[src/rtl/exc_ctrl_pkg.sv]
// Shared constants for the exception controller: CSR numbers, field positions,
// writable-bit masks, FSM state encoding and exception codes.
package exc_ctrl_pkg;

    localparam int N_CSR      = 5;
    localparam int IDX_CRMD   = 0;
    localparam int IDX_PRMD   = 1;
    localparam int IDX_ESTAT  = 2;
    localparam int IDX_ERA    = 3;
    localparam int IDX_EENTRY = 4;

    localparam logic [13:0] CSR_CRMD   = 14'h0;
    localparam logic [13:0] CSR_PRMD   = 14'h1;
    localparam logic [13:0] CSR_ESTAT  = 14'h5;
    localparam logic [13:0] CSR_ERA    = 14'h6;
    localparam logic [13:0] CSR_EENTRY = 14'hC;

    localparam int CRMD_PLV_LO    = 0;
    localparam int CRMD_PLV_HI    = 1;
    localparam int CRMD_IE        = 2;
    localparam int CRMD_DA        = 3;
    localparam int PRMD_PPLV_LO   = 0;
    localparam int PRMD_PPLV_HI   = 1;
    localparam int PRMD_PIE       = 2;
    localparam int ESTAT_ECODE_LO = 16;
    localparam int ESTAT_ECODE_HI = 21;
    localparam int ESTAT_ESUB_LO  = 22;
    localparam int ESTAT_ESUB_HI  = 30;
    localparam int EENTRY_VA_LO   = 6;

    localparam logic [31:0] CRMD_RST = 32'h0000_0008;

    localparam logic [5:0] ECODE_ADEF = 6'h08;
    localparam logic [5:0] ECODE_SYS  = 6'h0B;
    localparam logic [5:0] ECODE_BRK  = 6'h0C;
    localparam logic [5:0] ECODE_INE  = 6'h0D;

    typedef enum logic [1:0] {
        ST_IDLE  = 2'd0,
        ST_FLUSH = 2'd1,
        ST_DRAIN = 2'd2
    } ctrl_state_t;

    function automatic logic [13:0] csr_num_of(input int idx);
        case (idx)
            IDX_CRMD:   return CSR_CRMD;
            IDX_PRMD:   return CSR_PRMD;
            IDX_ESTAT:  return CSR_ESTAT;
            IDX_ERA:    return CSR_ERA;
            default:    return CSR_EENTRY;
        endcase
    endfunction

    // Bits software may change; everything else is hard-wired to zero.
    function automatic logic [31:0] csr_wr_bits(input int idx);
        case (idx)
            IDX_CRMD:   return 32'h0000_000F;
            IDX_PRMD:   return 32'h0000_0007;
            IDX_ESTAT:  return 32'h7FFF_0000;
            IDX_ERA:    return 32'hFFFF_FFFF;
            default:    return 32'hFFFF_FFC0;
        endcase
    endfunction

    function automatic logic [31:0] masked_write(
        input logic [31:0] old_val,
        input logic [31:0] wvalue,
        input logic [31:0] wmask,
        input logic [31:0] writable
    );
        logic [31:0] m;
        m = wmask & writable;
        return (old_val & ~m) | (wvalue & m);
    endfunction

endpackage

[src/rtl/exc_csr_file.sv]
// Exception-related CSR storage and read mux; commit events override
// any same-cycle software write on the fields they touch.
module exc_csr_file
    import exc_ctrl_pkg::*;
#(
    parameter logic [31:0] EENTRY_RST = 32'h0000_0000
) (
    input  logic        clk,
    input  logic        resetn,
    input  logic [13:0] csr_num,
    input  logic        csr_we,
    input  logic [31:0] csr_wmask,
    input  logic [31:0] csr_wvalue,
    input  logic        ex_commit,
    input  logic [31:0] ex_pc,
    input  logic [5:0]  ecode,
    input  logic [8:0]  esubcode,
    input  logic        ertn_commit,
    output logic [31:0] csr_rvalue,
    output logic [31:0] eentry,
    output logic [31:0] era
);

    logic [31:0]      csr_reg    [N_CSR];
    logic [31:0]      csr_next   [N_CSR];
    logic [31:0]      wr_merged  [N_CSR];
    logic [31:0]      rst_val    [N_CSR];
    logic [N_CSR-1:0] csr_hit;

    genvar gi;
    generate
        for (gi = 0; gi < N_CSR; gi++) begin : g_csr
            assign csr_hit[gi]   = (csr_num == csr_num_of(gi));
            assign wr_merged[gi] = (csr_we && csr_hit[gi])
                                 ? masked_write(csr_reg[gi], csr_wvalue, csr_wmask, csr_wr_bits(gi))
                                 : csr_reg[gi];
            assign rst_val[gi]   = (gi == IDX_CRMD)   ? CRMD_RST :
                                   (gi == IDX_EENTRY) ? (EENTRY_RST & csr_wr_bits(IDX_EENTRY)) :
                                                        32'h0;
        end
    endgenerate

    always_comb begin
        for (int i = 0; i < N_CSR; i++) begin
            csr_next[i] = wr_merged[i];
        end
        // Event values take precedence, but are sourced from pre-write state.
        if (ex_commit) begin
            csr_next[IDX_PRMD][PRMD_PPLV_HI:PRMD_PPLV_LO]     = csr_reg[IDX_CRMD][CRMD_PLV_HI:CRMD_PLV_LO];
            csr_next[IDX_PRMD][PRMD_PIE]                      = csr_reg[IDX_CRMD][CRMD_IE];
            csr_next[IDX_CRMD][CRMD_PLV_HI:CRMD_PLV_LO]       = 2'b00;
            csr_next[IDX_CRMD][CRMD_IE]                       = 1'b0;
            csr_next[IDX_ERA]                                 = ex_pc;
            csr_next[IDX_ESTAT][ESTAT_ECODE_HI:ESTAT_ECODE_LO] = ecode;
            csr_next[IDX_ESTAT][ESTAT_ESUB_HI:ESTAT_ESUB_LO]   = esubcode;
        end else if (ertn_commit) begin
            csr_next[IDX_CRMD][CRMD_PLV_HI:CRMD_PLV_LO] = csr_reg[IDX_PRMD][PRMD_PPLV_HI:PRMD_PPLV_LO];
            csr_next[IDX_CRMD][CRMD_IE]                 = csr_reg[IDX_PRMD][PRMD_PIE];
        end
    end

    always_ff @(posedge clk) begin
        for (int i = 0; i < N_CSR; i++) begin
            if (!resetn) begin
                csr_reg[i] <= rst_val[i];
            end else begin
                csr_reg[i] <= csr_next[i];
            end
        end
    end

    always_comb begin
        csr_rvalue = 32'h0;
        for (int i = 0; i < N_CSR; i++) begin
            if (csr_hit[i]) begin
                csr_rvalue = csr_reg[i];
            end
        end
    end

    assign eentry = csr_reg[IDX_EENTRY];
    assign era    = csr_reg[IDX_ERA];

endmodule

[src/rtl/exc_ctrl.sv]
// Exception/ERTN commit controller: sequences a one-cycle flush to the
// captured redirect target, then holds the front end until the pipe drains.
module exc_ctrl
    import exc_ctrl_pkg::*;
#(
    parameter logic [31:0] EENTRY_RST = 32'h0000_0000
) (
    input  logic        clk,
    input  logic        resetn,
    input  logic        wb_ex_valid,
    input  logic [31:0] wb_ex_pc,
    input  logic [5:0]  wb_ecode,
    input  logic [8:0]  wb_esubcode,
    input  logic        wb_is_ertn,
    input  logic        pipe_idle,
    input  logic [13:0] csr_num,
    output logic [31:0] csr_rvalue,
    input  logic        csr_we,
    input  logic [31:0] csr_wmask,
    input  logic [31:0] csr_wvalue,
    output logic        flush,
    output logic [31:0] flush_pc,
    output logic        ctrl_busy
);

    ctrl_state_t state_reg;
    logic        flush_reg;
    logic        busy_reg;
    logic [31:0] target_reg;
    logic [31:0] eentry;
    logic [31:0] era;
    logic        ex_take;
    logic        ertn_take;

    // Commit events are only honoured in IDLE; the exception wins over ERTN.
    assign ex_take   = (state_reg == ST_IDLE) && wb_ex_valid;
    assign ertn_take = (state_reg == ST_IDLE) && wb_is_ertn && !wb_ex_valid;

    exc_csr_file #(
        .EENTRY_RST (EENTRY_RST)
    ) u_csr (
        .clk         (clk),
        .resetn      (resetn),
        .csr_num     (csr_num),
        .csr_we      (csr_we),
        .csr_wmask   (csr_wmask),
        .csr_wvalue  (csr_wvalue),
        .ex_commit   (ex_take),
        .ex_pc       (wb_ex_pc),
        .ecode       (wb_ecode),
        .esubcode    (wb_esubcode),
        .ertn_commit (ertn_take),
        .csr_rvalue  (csr_rvalue),
        .eentry      (eentry),
        .era         (era)
    );

    always_ff @(posedge clk) begin
        if (!resetn) begin
            state_reg  <= ST_IDLE;
            flush_reg  <= 1'b0;
            busy_reg   <= 1'b0;
            target_reg <= 32'h0;
        end else begin
            case (state_reg)
                ST_IDLE: begin
                    if (ex_take || ertn_take) begin
                        state_reg  <= ST_FLUSH;
                        flush_reg  <= 1'b1;
                        busy_reg   <= 1'b1;
                        // Captured from pre-edge CSR state, immune to later writes.
                        target_reg <= ex_take ? eentry : era;
                    end
                end
                ST_FLUSH: begin
                    state_reg <= ST_DRAIN;
                    flush_reg <= 1'b0;
                end
                ST_DRAIN: begin
                    if (pipe_idle) begin
                        state_reg <= ST_IDLE;
                        busy_reg  <= 1'b0;
                    end
                end
                default: begin
                    state_reg <= ST_IDLE;
                    flush_reg <= 1'b0;
                    busy_reg  <= 1'b0;
                end
            endcase
        end
    end

    assign flush     = flush_reg;
    assign flush_pc  = target_reg;
    assign ctrl_busy = busy_reg;

endmodule

[config.mk]
export PLATFORM = sky130hd
export DESIGN_NAME = exc_ctrl
export DESIGN_NICKNAME = d
export VERILOG_FILES = /design/src/rtl/exc_ctrl_pkg.sv /design/src/rtl/exc_csr_file.sv /design/src/rtl/exc_ctrl.sv
export SDC_FILE = /design/constraint.sdc
export NUM_CORES = 1
export LEC_CHECK = 0
export CELL_PAD_IN_SITES_DETAIL_PLACEMENT = 0
export CELL_PAD_IN_SITES_GLOBAL_PLACEMENT = 1
export CORE_MARGIN = 10
export CORE_UTILIZATION = 25
export DETAILED_ROUTE_END_ITERATION = 16
export PLACE_DENSITY_LB_ADDON = 0.25
export SYNTH_ARGS = -nofsm -noshare
export SYNTH_HDL_FRONTEND = slang
export SYNTH_HIERARCHICAL = 1
export SYNTH_SLANG_ARGS = --single-unit
[constraint.sdc]
create_clock -name clk -period 2.35 [get_ports clk]
set_input_delay 0.47 -clock clk [delete_from_list [all_inputs] [get_ports clk]]
set_output_delay 0.47 -clock clk [all_outputs]
set_load 0.01 [all_outputs]
==> impl_metrics.env <==
export IMPL_tns_ns=-2.64
export IMPL_rsz0062_at_grt="true"
export IMPL_setup_viol=22
export IMPL_period_needed_ns=2.57
export IMPL_hold_path_class="input pin to flip-flop"
export IMPL_synth_cells=723
export IMPL_dieArea_um2=32400
export IMPL_ys_seq_area_share_pct=36.3
export IMPL_fill_cells=2539
export IMPL_status="complete, but fails checks"
export IMPL_fin_util_pct=39.7
export IMPL_synthArstFlopShare_pct=0
export IMPL_coreArea_um2=25200
export IMPL_grt_usage_pct=16.6
export IMPL_initial_core_util_pct=25.4
export IMPL_synth_cell_types=51
export IMPL_relSlewSlack_pct=57.2
export IMPL_hold_depth=2
export IMPL_syn2layout_area_growth_pct=56.4
export IMPL_skew_ns=0.00972
export IMPL_routedWlPerCell_um=21.3
export IMPL_power_density_nw_per_um2=604
export IMPL_via_count=6677
export IMPL_cts_hold_buf=0
export IMPL_via_per_inst=5.12
export IMPL_min_to="flush_pc[25]$_SDFFE_PN0P_"
export IMPL_drtAntennaViolNets=0
export IMPL_reg2reg_setup_slack_ns=0.56
export IMPL_drive_gt1_share_pct=21.8
export IMPL_clock_latency_ns=0.41
export IMPL_cts_max_path_buffers=2
export IMPL_r2r_cells=4
export IMPL_drt_initial_drc_count=398
export IMPL_reg2reg_from="state_reg[0]$_SDFFE_PN0P_"
export IMPL_synth_main_ff_cell="dfxtp_1"
export IMPL_synth_edf_count=0
export IMPL_layout_nets=1092
export IMPL_reg2reg_to="flush_pc[11]$_SDFFE_PN0P_"
export IMPL_grt_max_degree=41
export IMPL_drc=0
export IMPL_yosys_warnings=6
export IMPL_std_cell_rows=58
export IMPL_vdd_ir_drop_max_v=0.000318
export IMPL_critPathKind="input pin to output pin"
export IMPL_crit_required_ns=1.88
export IMPL_max_freq_ghz=0.389
export IMPL_grt_overflow_total=0
export IMPL_p_total_mw=6.04
export IMPL_cts_buffers=17
export IMPL_antenna_found_initial=2
export IMPL_critPathArrivalTime_ns=2.10
export IMPL_firstDrtPassIters=5
export IMPL_die_width_um=180
export IMPL_cts_tree="done"
export IMPL_dp_hpwl_um=19200
export IMPL_leakage_nw=4.20
export IMPL_cts_htree_levels=4
export IMPL_fp_dieH_um=180
export IMPL_routed_wl_um=27700
export IMPL_clkSlewWorstSetupHoldPaths_ns=0.06
export IMPL_multi_input_area_um2=3690
export IMPL_cts_root_buf="clkbuf_16"
export IMPL_worstPathMaxFanout=5
export IMPL_fin_ws_ns=-0.223
export IMPL_holdCritStartpoint="resetn"
export IMPL_slew_viol_final=0
export IMPL_numClockSinks=116
export IMPL_post_place_ws_ns=-0.926
export IMPL_period_share_pct=109
export IMPL_io_pins=197
export IMPL_regArea_um2=2320
export IMPL_yosys_register_bits=116
export IMPL_final_hold_viol_count=0
export IMPL_port_buffers=196
export IMPL_grt_pass1_vias=6784
export IMPL_violations="setup timing"
export IMPL_gp_congestion=0.823
export IMPL_drv_cap=0
export IMPL_critPathCaptureType="output pin"
export IMPL_cp_start_kind="input pin"
export IMPL_synthesis_area_um2=6390
export IMPL_grt_first_pass_wirelength_um=42400
export IMPL_syn_avg_cell_area_um2=8.84
export IMPL_tightest_slew_ns=0.633
## placed cells by master (no fill, tap or decap), types with 19 or more instances in the layout
cell type,Yosys,layout
a31oi_1,27,27
o211a_1,32,32
buf_6,8,36
dfxtp_1,116,116
a211oi_1,21,21
nand3_1,62,62
o21ai_0,88,88
buf_4,16,57
buf_2,10,19
clkdlybuf4s50_1,0,148
nand4_1,28,28
nor2_1,23,21
mux2i_1,41,41
## cell type report
| type | instances | share of cell area, % |
|---|---|---|
| Clock buffer | 22 | 4.64 |
| Timing Repair Buffer | 288 | 29.2 |
| Inverter | 17 | 0.638 |
| Tap cell | 330 | 4.13 |
| Sequential cell | 116 | 23.2 |
| Antenna cell | 1 | 0.0250 |
| Clock inverter | 9 | 1.29 |
| Multi-Input combinational cell | 521 | 36.9 |
## timing repair
item | in CTS | in global routing
gates resized for setup | 243 | 8
endpoints found under the setup margin | 32 | 32
pin swaps | 32 | 14
gates cloned | 4 | 0
setup buffers | 29 | 8
## cell families (layout without fill, tap and decap cells)
group / count (synthesis) / in the layout / share of synthesized area, %
DFF: 116 / 116 / 36.3
buffers and inverters: 91 / 336 / 7.42
muxes: 41 / 41 / 6.42
AOI/OAI and AO/OA: 266 / 266 / 30.3
other: 1 / 7 / 0.0586
and+or+nand+nor: 208 / 208 / 19.4
## how the worst max path moves through the flow
stage                      from        endpoint  slack (ns)  cells past startpoint
finish              csr_num[11]  csr_rvalue[16]       -0.22                      8
detailed placement   csr_num[9]  csr_rvalue[16]       -0.93                      9
CTS                 csr_num[11]  csr_rvalue[16]       -0.24                      8
global route        csr_num[11]  csr_rvalue[16]       -0.27                      8
global placement     csr_num[9]  csr_rvalue[16]       -0.88                      6
floorplan            csr_num[9]  csr_rvalue[21]        0.09                      4
## through the flow
stage / instance area, um^2 / std cells / hold WS [ns]
6_report: 10000 / 1304 / 0.458
4_1_cts: 9970 / 1299 / 0.433
2_1_floorplan: 6410 / 728 / 0.457
3_5_place_dp: 8970 / 1238 / 0.486
3_3_place_gp: 8970 / 1238 / 0.476
5_1_grt: 10000 / 1304 / 0.453
## where the power goes
part | internal, mW | switching, mW | total (mW)
combinational | 0.587 | 0.534 | 1.12
clock | 1.72 | 0.972 | 2.69
sequential | 2.12 | 0.115 | 2.24
total | 4.42 | 1.62 | 6.04
## Yosys cell counts (all sizes together) (16+ instances only)
cell type  number  area (um^2)
a21boi         28          210
nor4           19          140
dfxtp         116         2320
a221o          18          193
a211oi         21          158
and2           22          140
mux2i          41          410
nand4          28          175
nand3          62          310
nand2          16         60.1
buf            35          264
o211a          32          320
inv            17         63.8
a31oi          27          169
nor2           23         86.3
clkbuf         39          146
o21ai          88          440
## critical path: stages
cell and delay (ns):
buf_6 0.09, or4_4 0.56, nor4b_4 0.32, buf_12 0.15, buf_12 0.13, buf_6 0.11, a221o_1 0.14, buf_6 0.11
## per-layer routing
layer  global-route usage [%]  up-vias  wire [um]
met1                     21.7     3238      12900
li1                         -     3230          -
met2                     26.9      184      12900
met3                     3.35       23       1410
met4                     5.06        2        484
met5                        0        -         20
Note: power is estimated with default switching activity, not from simulation.
